[src/rtl/ser2par.sv]
// MSB-first serial-to-parallel receiver: shifts en-qualified bits from a start
// marker, then presents the DW-bit word on dout with a one-cycle valid pulse.
module ser2par #(
  parameter int DW = 8
) (
  input  logic          clk,
  input  logic          rst,
  input  logic          en,
  input  logic          start,
  input  logic          x,
  output logic [DW-1:0] dout,
  output logic          valid,
  output logic          busy,
  output logic          frame_err
);

  localparam int             CW   = $clog2(DW) + 1;
  localparam logic [CW-1:0]  ONE  = CW'(1);
  localparam logic [CW-1:0]  LAST = CW'(DW - 1);

  typedef enum logic {IDLE, SHIFT} state_t;

  state_t        state, state_n;
  logic [DW-1:0] sr, sr_n;
  logic [DW-1:0] dout_n;
  logic [CW-1:0] cnt, cnt_n;
  logic          valid_n, busy_n, frame_err_n;
  logic [DW-1:0] shifted;

  assign shifted = {sr[DW-2:0], x};

  // NOTE: state uses non-blocking assignments so every register samples the
  // pre-edge values; blocking here would create order-dependent behaviour.
  always_ff @(posedge clk or posedge rst) begin
    if (rst) begin
      state     <= IDLE;
      sr        <= '0;
      cnt       <= '0;
      dout      <= '0;
      valid     <= 1'b0;
      busy      <= 1'b0;
      frame_err <= 1'b0;
    end else begin
      state     <= state_n;
      sr        <= sr_n;
      cnt       <= cnt_n;
      dout      <= dout_n;
      valid     <= valid_n;
      busy      <= busy_n;
      frame_err <= frame_err_n;
    end
  end

  always_comb begin
    // NOTE: every output gets a default first so no path leaves it unassigned,
    // which would otherwise infer a latch.
    state_n     = state;
    sr_n        = sr;
    cnt_n       = cnt;
    dout_n      = dout;
    busy_n      = busy;
    valid_n     = 1'b0;
    frame_err_n = 1'b0;

    case (state)
      IDLE: begin
        // Stray bits without start never reach the shift register.
        if (en && start) begin
          sr_n    = shifted;
          cnt_n   = ONE;
          busy_n  = 1'b1;
          state_n = SHIFT;
        end
      end
      SHIFT: begin
        if (en) begin
          if (start) begin
            // Resync wins over completion: current bit is the new MSB.
            frame_err_n = 1'b1;
            sr_n        = shifted;
            cnt_n       = ONE;
          end else if (cnt == LAST) begin
            dout_n  = shifted;
            valid_n = 1'b1;
            cnt_n   = '0;
            busy_n  = 1'b0;
            state_n = IDLE;
          end else begin
            sr_n  = shifted;
            cnt_n = cnt + ONE;
          end
        end
      end
      default: state_n = IDLE;
    endcase
  end

endmodule

[config.mk]
export PLATFORM = sky130hd
export DESIGN_NAME = ser2par
export DESIGN_NICKNAME = d
export VERILOG_FILES = /design/src/rtl/ser2par.sv
export SDC_FILE = /design/constraint.sdc
export NUM_CORES = 1
export LEC_CHECK = 0
export BUFFER_PORTS_ARGS = -buffer_cell sky130_fd_sc_hd__buf_2
export CORE_AREA = 2 2 45 47
export CTS_BUF_LIST = sky130_fd_sc_hd__clkbuf_8
export CTS_CLUSTER_DIAMETER = 30
export CTS_CLUSTER_SIZE = 12
export DETAILED_ROUTE_END_ITERATION = 8
export DIE_AREA = 0 0 47 49
export PLACE_DENSITY = 0.75
export SYNTH_ARGS = -nofsm -noshare
export SYNTH_HDL_FRONTEND = slang
export SYNTH_SLANG_ARGS = --single-unit
export TNS_END_PERCENT = 10
[constraint.sdc]
create_clock -name clk -period 2.3 [get_ports clk]
set_clock_uncertainty 0.15 [all_clocks]
set_input_delay 0.69 -clock clk [delete_from_list [all_inputs] [get_ports clk]]
set_output_delay 0.69 -clock clk [all_outputs]
set_load 0.02 [all_outputs]
# Yosys cells after proc, flatten, opt, wreduce, memory -nomap -nowiden
# Index checks and enable logic that the tools add are counted.
# totals
reg_bits	23
in_bits	5
out_inout_bits	11
elab_cells	48
# op_classes
addsub	1
eq_ne	6
mux	27
bitwise	2
n_reduce_logical	5
# ops
op	n
7-bit 2-to-1 mux	4
4-bit 2-to-1 mux	4
1-bit 2-to-1 mux	15
7-bit case mux with 2 select lines	1
4-bit case mux with 2 select lines	1
4-bit AND reduction	2
2-bit inequality test (second input constant)	3
4-bit by 1-bit adder with 4-bit output (second input constant)	1
4-bit by 3-bit equality test with 1-bit output (second input constant)	1
1-bit case mux with 2 select lines	2
3-bit inequality test (second input constant)	1
3-bit AND reduction	1
2-bit by 1-bit inequality test with 1-bit output (second input constant)	1
1-bit NOT	2
2-bit AND reduction	1
1-bit logical AND	1

# Depth between registers and ports, before layout
# Gate-level depths: netlist of run 1.
# depth
ltp_word	5
ltp_mapped	4
depth_no_buf	4

# Least setup slack after synthesis of run 1
# OpenSTA, ideal clock, no wires.
# synth_timing
path_type	input to register
from	input port start
to	register sr[0]
setup_ns	0.125
t_arrival_ns	1.555
required_ns	2.025
setup_slack_ns	0.470
stages	4
n_path_buf	1
cell_sequence	buf_8 > o21ai_1 > a31oi_2 > mux2_2
# synth_via
elab_chain_len	3
elab_cells_between_ends	7
classes_between	eq/ne: 2; mux: 3; reduce/logical: 2
# synth_rtl
item	line	source
from (decl)	9	input logic start,
7-bit 2-to-1 mux / 1-bit logical AND (equally long branches)	77, 68	
7-bit 2-to-1 mux / 2-bit inequality test (equally long branches)	--	
7-bit case mux with 2 select lines / 3-bit AND reduction (equally long branches)	--	
to (signal assigned)	45	sr <= sr_n;
to (decl)	24	logic [DW-1:0] sr, sr_n;
# Several ways; a longest one is shown, not always the timed one. The select of a mux whose other input is x is not followed.
# A chain may end at the register's enable or synchronous reset.

# Worst setup path after layout of run 1
# layout_timing
from	register cnt[0]
to	register dout[5]
# layout_via
elab_chain_len	2
# layout_rtl
item	line	source
from (decl)	26	logic [CW-1:0] cnt, cnt_n;
from (signal assigned)	46	cnt <= cnt_n;
4-bit by 3-bit equality test with 1-bit output	82	end else if (cnt == LAST) begin
4-bit AND reduction (no line)	--	
to (signal assigned)	47	dout <= dout_n;
to (decl)	11	output logic [DW-1:0] dout,
# Every way passes these cells.

==> impl_metrics.ini, run 1 <==
[timing]
worst_pin_slew_ns = 0.439
finalMaxSlewViolations = 0
finalSetupViolCount = 0
fin_setup_tns_ns = 0
setup_ws_ns = 0.407
rsz0062_at_grt = no
whs_ns = 0.298
min_period_ns = 1.89
period_share_pct = 82.3
max_slew_margin_pct = 70.6
fmax_ghz = 0.528
hold_viol = 0

[clock_tree]
cts_tree = yes
clk_pin_slew_ns = 0.08
cts-root-buf = clkbuf_8
clkLatencyLatePin_ns = 0.26
cts_made_buffers = 3
postCtsSetupRepairBufs = 0
ctsHoldBuffers = 0
cts_buffer_depth = 2
cts_sinks = 23
h-tree-depth = 1
cts_resized = 0

[grt]
track_usage_pct = 15.6
overflow = 0
grt_pass1_vias = 573
grt_pass1_wl_um = 2590
antenna_found_initial = 0
grt_max_degree = 24

[worst_setup_path]
r2r-start = cnt[0]
crit_path_end_kind = flop
r2r_end = dout[5]
path_depth = 5
slowest_delay_ns = 0.43
r2r_cells = 5
cp_slowest_cell = dfrtp_1
cp_top_family = flip-flops
crit_path_start_kind = flop
critPathKind = reg -> reg
crit_required_ns = 2.30
crit_chain = ha_1 > nand3b_1 > nor3_4 > buf_4 > mux2_2
worst-endpoint-arrival_ns = 1.90
critPathMaxFanout = 10
reg2reg_slack_ns = 0.41
critPathBufInv = 1

[yosys]
synth_cell_types = 19
synthFlopType = dfrtp_1
synthTopCellsByCount = 23 x dfrtp_1, 15 x mux2_2, 7 x o21ai_0, 5 x inv_1, 3 x nand2_1
synth_top_area_share_pct = 61.1
synth_area_per_cell_um2 = 13.7
synth-seq-area-share_pct = 61.1
synth_edf_count = 0
yosys_register_bits = 23
yosysMostFrequentCell = dfrtp_1
synth_nets = 75
netlist_top_cells_area = dfrtp_1 61%, mux2_2 18%, o21ai_0 3.7%
netlist_area_um2 = 942
synthCells = 69
yosys.area.top_type = dfrtp_1
yosysWarnings = 0
synthArstFlopShare_pct = 100

[placement]
place_congestion = 0.872
dpl.hpwl_um = 1060
port_buffers = 15
preCtsSetupSlack_ns = 0.222

[finish]
fin_util_pct = 59.6
drive_above_1_share_pct = 42.7
n_antenna_cell = 0
area_delta_synth_final_pct = 16.5
final_nets = 96

[routing]
postRouteAntennaNets = 0
wirelength_um = 1530
drtIter0Drc = 6
dr.pass1.iters = 3
routedWlPerCell_um = 13.2
drc = 0
vias = 584
viasPerCell = 5.03

[die]
die_w_um = 47
dieArea_um2 = 2300
io_pins = 16
initial_core_util_pct = 51.2
rows = 16
die_h_um = 49
core_um2 = 1840

[power]
power_density_nw_per_um2 = 900
power_uw = 987
leakage_nw = 0.560
ir_drop_mv = 0.517

[job]
cap_violations = 0

[worst_hold_path]
hold_path.class = in -> async

[run_status]
outcome = finished clean
how the worst max path moves through the flow:
stage,start,to,slack (ns)
floorplan,start,sr[0],0.47
global placement,start,sr[2],0.27
detailed placement,start,sr[2],0.22
CTS,cnt[0],dout[5],0.40
global route,cnt[0],dout[1],0.31
finish,cnt[0],dout[5],0.41
cell type report:
cell class / count / area, µm²
clock buffers: 3 / 41.3
multi-input cells: 40 / 333
clock inverters: 1 / 5.00
flip-flops and latches: 23 / 576
well taps: 27 / 33.8
fillers: 168 / 744
repair buffers: 17 / 90.1
inverters: 5 / 18.8
stage by stage:
stage          instance area [µm²]  cells
3_5_place_dp                  1050    112
6_report                      1100    116
2_1_floorplan                  942     69
5_1_grt                       1100    116
4_1_cts                       1100    116
3_3_place_gp                  1050    112
registers in the layout, summed over array words and instances, names as in the netlist:
| signal | cells |
|---|---|
| busy | 1 |
| cnt | 4 |
| dout | 8 |
| frame_err | 1 |
| sr | 7 |
| state | 1 |
| valid | 1 |
per-layer routing:
layer	up-vias	global-route usage [%]	share of wire, %
met3	0	3.33	3.5
met5	-	0	0
met4	0	5.56	0
li1	286	-	-
met1	288	21.7	49
met2	10	23.7	48
cells by family after synthesis:
kind of cell | Yosys count | share of synthesized area (%)
buf+inv | 6 | 3.59
compound gates | 14 | 9.29
mux | 15 | 17.9
flops | 23 | 61.1
fa+ha+maj | 1 | 1.33
simple gates | 10 | 6.77
report_power, final:
group          switching [mW]  internal (mW)  total (mW)
clock                   0.126          0.121       0.247
sequential             0.0525          0.488       0.540
combinational           0.106         0.0946       0.200
total                   0.284          0.703       0.987
tightest hold or removal path, cell delays in order:
cell	delay [ns]
buf_2	0.09
inv_1	0.04
buf_4	0.28
placed cells by master, fill, tap and decap left out:
cell      count
clkinv_2      1
nor2b_1       1
and3b_1       1
clkbuf_8      3
nor2_1        2
o21ai_0       7
o21ai_1       1
a21oi_1       1
mux2_2       15
buf_4         2
nand4_1       1
inv_1         5
dfrtp_1      23
ha_1          1
a41oi_1       1
nand2_1       3
a31oi_2       1
a22o_1        1
nand3b_1      1
a31oi_1       2
buf_2        15
nor3_4        1
(Power assumes the default switching activity.)
==> run 2: changes to the inputs <==
- clock period: 2.3 -> 1.8 ns (I/O delays scaled with it)
==> impl_metrics.ini, run 2 (synthesis gave the netlist of run 1 again) <==
[grt]
track_usage_pct = 17.0
grtUsageMet2_pct = 25.1
use_met1_pct = 22.9
grt_max_degree = 24
grt_pass1_vias = 648
met3_usage_pct = 6.67
overflow = 0
top_usage_layer = met2
antenna_found_initial = 0
grt_pass1_wl_um = 2820

[clock_tree]
cts_tree = yes
clk_pin_slew_ns = 0.08
ctsHoldBuffers = 0
clkLatencyLatePin_ns = 0.26
cts-root-buf = clkbuf_8
cts_sinks = 23
h-tree-depth = 1
cts_resized = 0
cts_buffer_depth = 2
cts_made_buffers = 3

[die]
die_h_um = 49
initial_core_util_pct = 51.2
die_w_um = 47
rows = 16
core_um2 = 1840
dieArea_um2 = 2300
io_pins = 16

[routing]
drtIter0Drc = 19
vias = 628
dr.pass1.iters = 4
drc = 0
wirelength_um = 1590
viasPerCell = 5.19
postRouteAntennaNets = 0
routedWlPerCell_um = 13.1

[worst_setup_path]
critPathMaxFanout = 7
r2r-start = cnt[0]
critPathBufInv = 2
crit_required_ns = 1.80
worst-endpoint-arrival_ns = 1.65
critPathKind = reg -> reg
slowest_delay_ns = 0.40
cpMostUsedCell = buf_4
crit_path_start_kind = flop
cp_slowest_cell = dfrtp_1
crit_path_end_kind = flop
r2r_end = sr[5]
reg2reg_slack_ns = 0.14
crit_chain = ha_1 > buf_4 > a31oi_2 > buf_4 > mux2_2
r2r_cells = 5
cp_top_family = flip-flops

[timing]
period_share_pct = 91.9
rsz0062_at_grt = no
hold_viol = 0
min_period_ns = 1.66
fmax_ghz = 0.604
worst_pin_slew_ns = 0.286
finalSetupViolCount = 0
max_slew_margin_pct = 81.0
fin_setup_tns_ns = 0
whs_ns = 0.154
finalMaxSlewViolations = 0

[worst_hold_path]
hold_path.class = in -> async

[finish]
area_delta_synth_final_pct = 20.5
largest_reg_flops = 8
final_cell_mix = 23 x dfrtp_1, 15 x mux2_2, 15 x buf_2, 7 x o21ai_0, 7 x buf_4
final_nets = 101
final_common_cell = dfrtp_1
max_flop_register = dout
fin_util_pct = 61.6
biggestRegsByFlops = dout x8, sr x7, cnt x4
n_antenna_cell = 0
fill_cells = 154
layout.cells.non_filler = 121
drive_above_1_share_pct = 45.7

[power]
p_sw_share_pct = 28.7
pwr-share-seq_pct = 53.6
ir_drop_mv = 0.731
leakage_nw = 0.584
power_density_nw_per_um2 = 1130
p_clk_share_pct = 24.1
p_sw_uw = 368
combPwrFrac_pct = 22.3
p_int_uw = 913

[placement]
port_buffers = 15
dp_cells = 117
place_congestion = 0.846
dpl.hpwl_um = 1160

[run_status]
outcome = finished clean

[job]
cap_violations = 0
[run 2: cell count changes in the layout (fill, tap and decap cells not counted)]
cell and change:
buf_4 +5
[run 2: per-stage QoR]
step / total power, mW / instance area, µm² / worst slack, ns
6_report: 1.28 / 1130 / 0.145
2_1_floorplan: 0.875 / 942 / 0.0276
5_1_grt: 1.37 / 1130 / 0.0150
3_3_place_gp: 0.974 / 1090 / 0.0414
4_1_cts: 1.29 / 1130 / 0.0784
3_5_place_dp: 0.986 / 1090 / 0.0176
[run 2: worst reg2reg max path: cells and delay by family, from the launching register on]
kind                       cells  cell delay [ns]
buffers and inverters          2             0.33
adders and majority gates      1             0.21
muxes                          1             0.34
AOI/OAI and AO/OA              1             0.12
DFF                            1             0.40
[run 2: power groups by stage]
stage | sequential [mW] | clock, mW | combinational (mW)
floorplan | 0.738 | 0 | 0.137
global placement | 0.694 | 0 | 0.280
detailed placement | 0.698 | 0 | 0.288
CTS | 0.687 | 0.317 | 0.289
global route | 0.702 | 0.352 | 0.314
finish | 0.686 | 0.309 | 0.285
[run 2: worst max path at each step]
| stage | cells after the start | start | to |
|---|---|---|---|
| final | 5 | cnt[0] | sr[5] |
| after global routing | 5 | cnt[0] | dout[4] |
| after detailed placement | 5 | start | sr[2] |
| after floorplan | 4 | cnt[0] | dout[0] |
| after CTS | 5 | cnt[0] | dout[5] |
| after global placement | 5 | en | dout[4] |
[run 2: cell type report]
class                      instances  area, µm²  share of cell area, %
inverter                           5       18.8                   1.65
clock buffer                       3       41.3                   3.64
clock inverter                     1       5.00                  0.441
sequential                        23        576                   50.7
multi-input combinational         40        333                   29.3
tap                               27       33.8                   2.98
timing repair buffer              22        128                   11.2
[run 2: metal layers]
layer  up-vias  wire [µm]
met3         2         87
li1        298          -
met2        26        747
met1       302        748
met4         0          7
met5         -          0
[run 2: repair_timing]
item	CTS	global route
endpoints found under the hold margin	0	0
setup endpoints to repair	0	5
buffers inserted	0	0
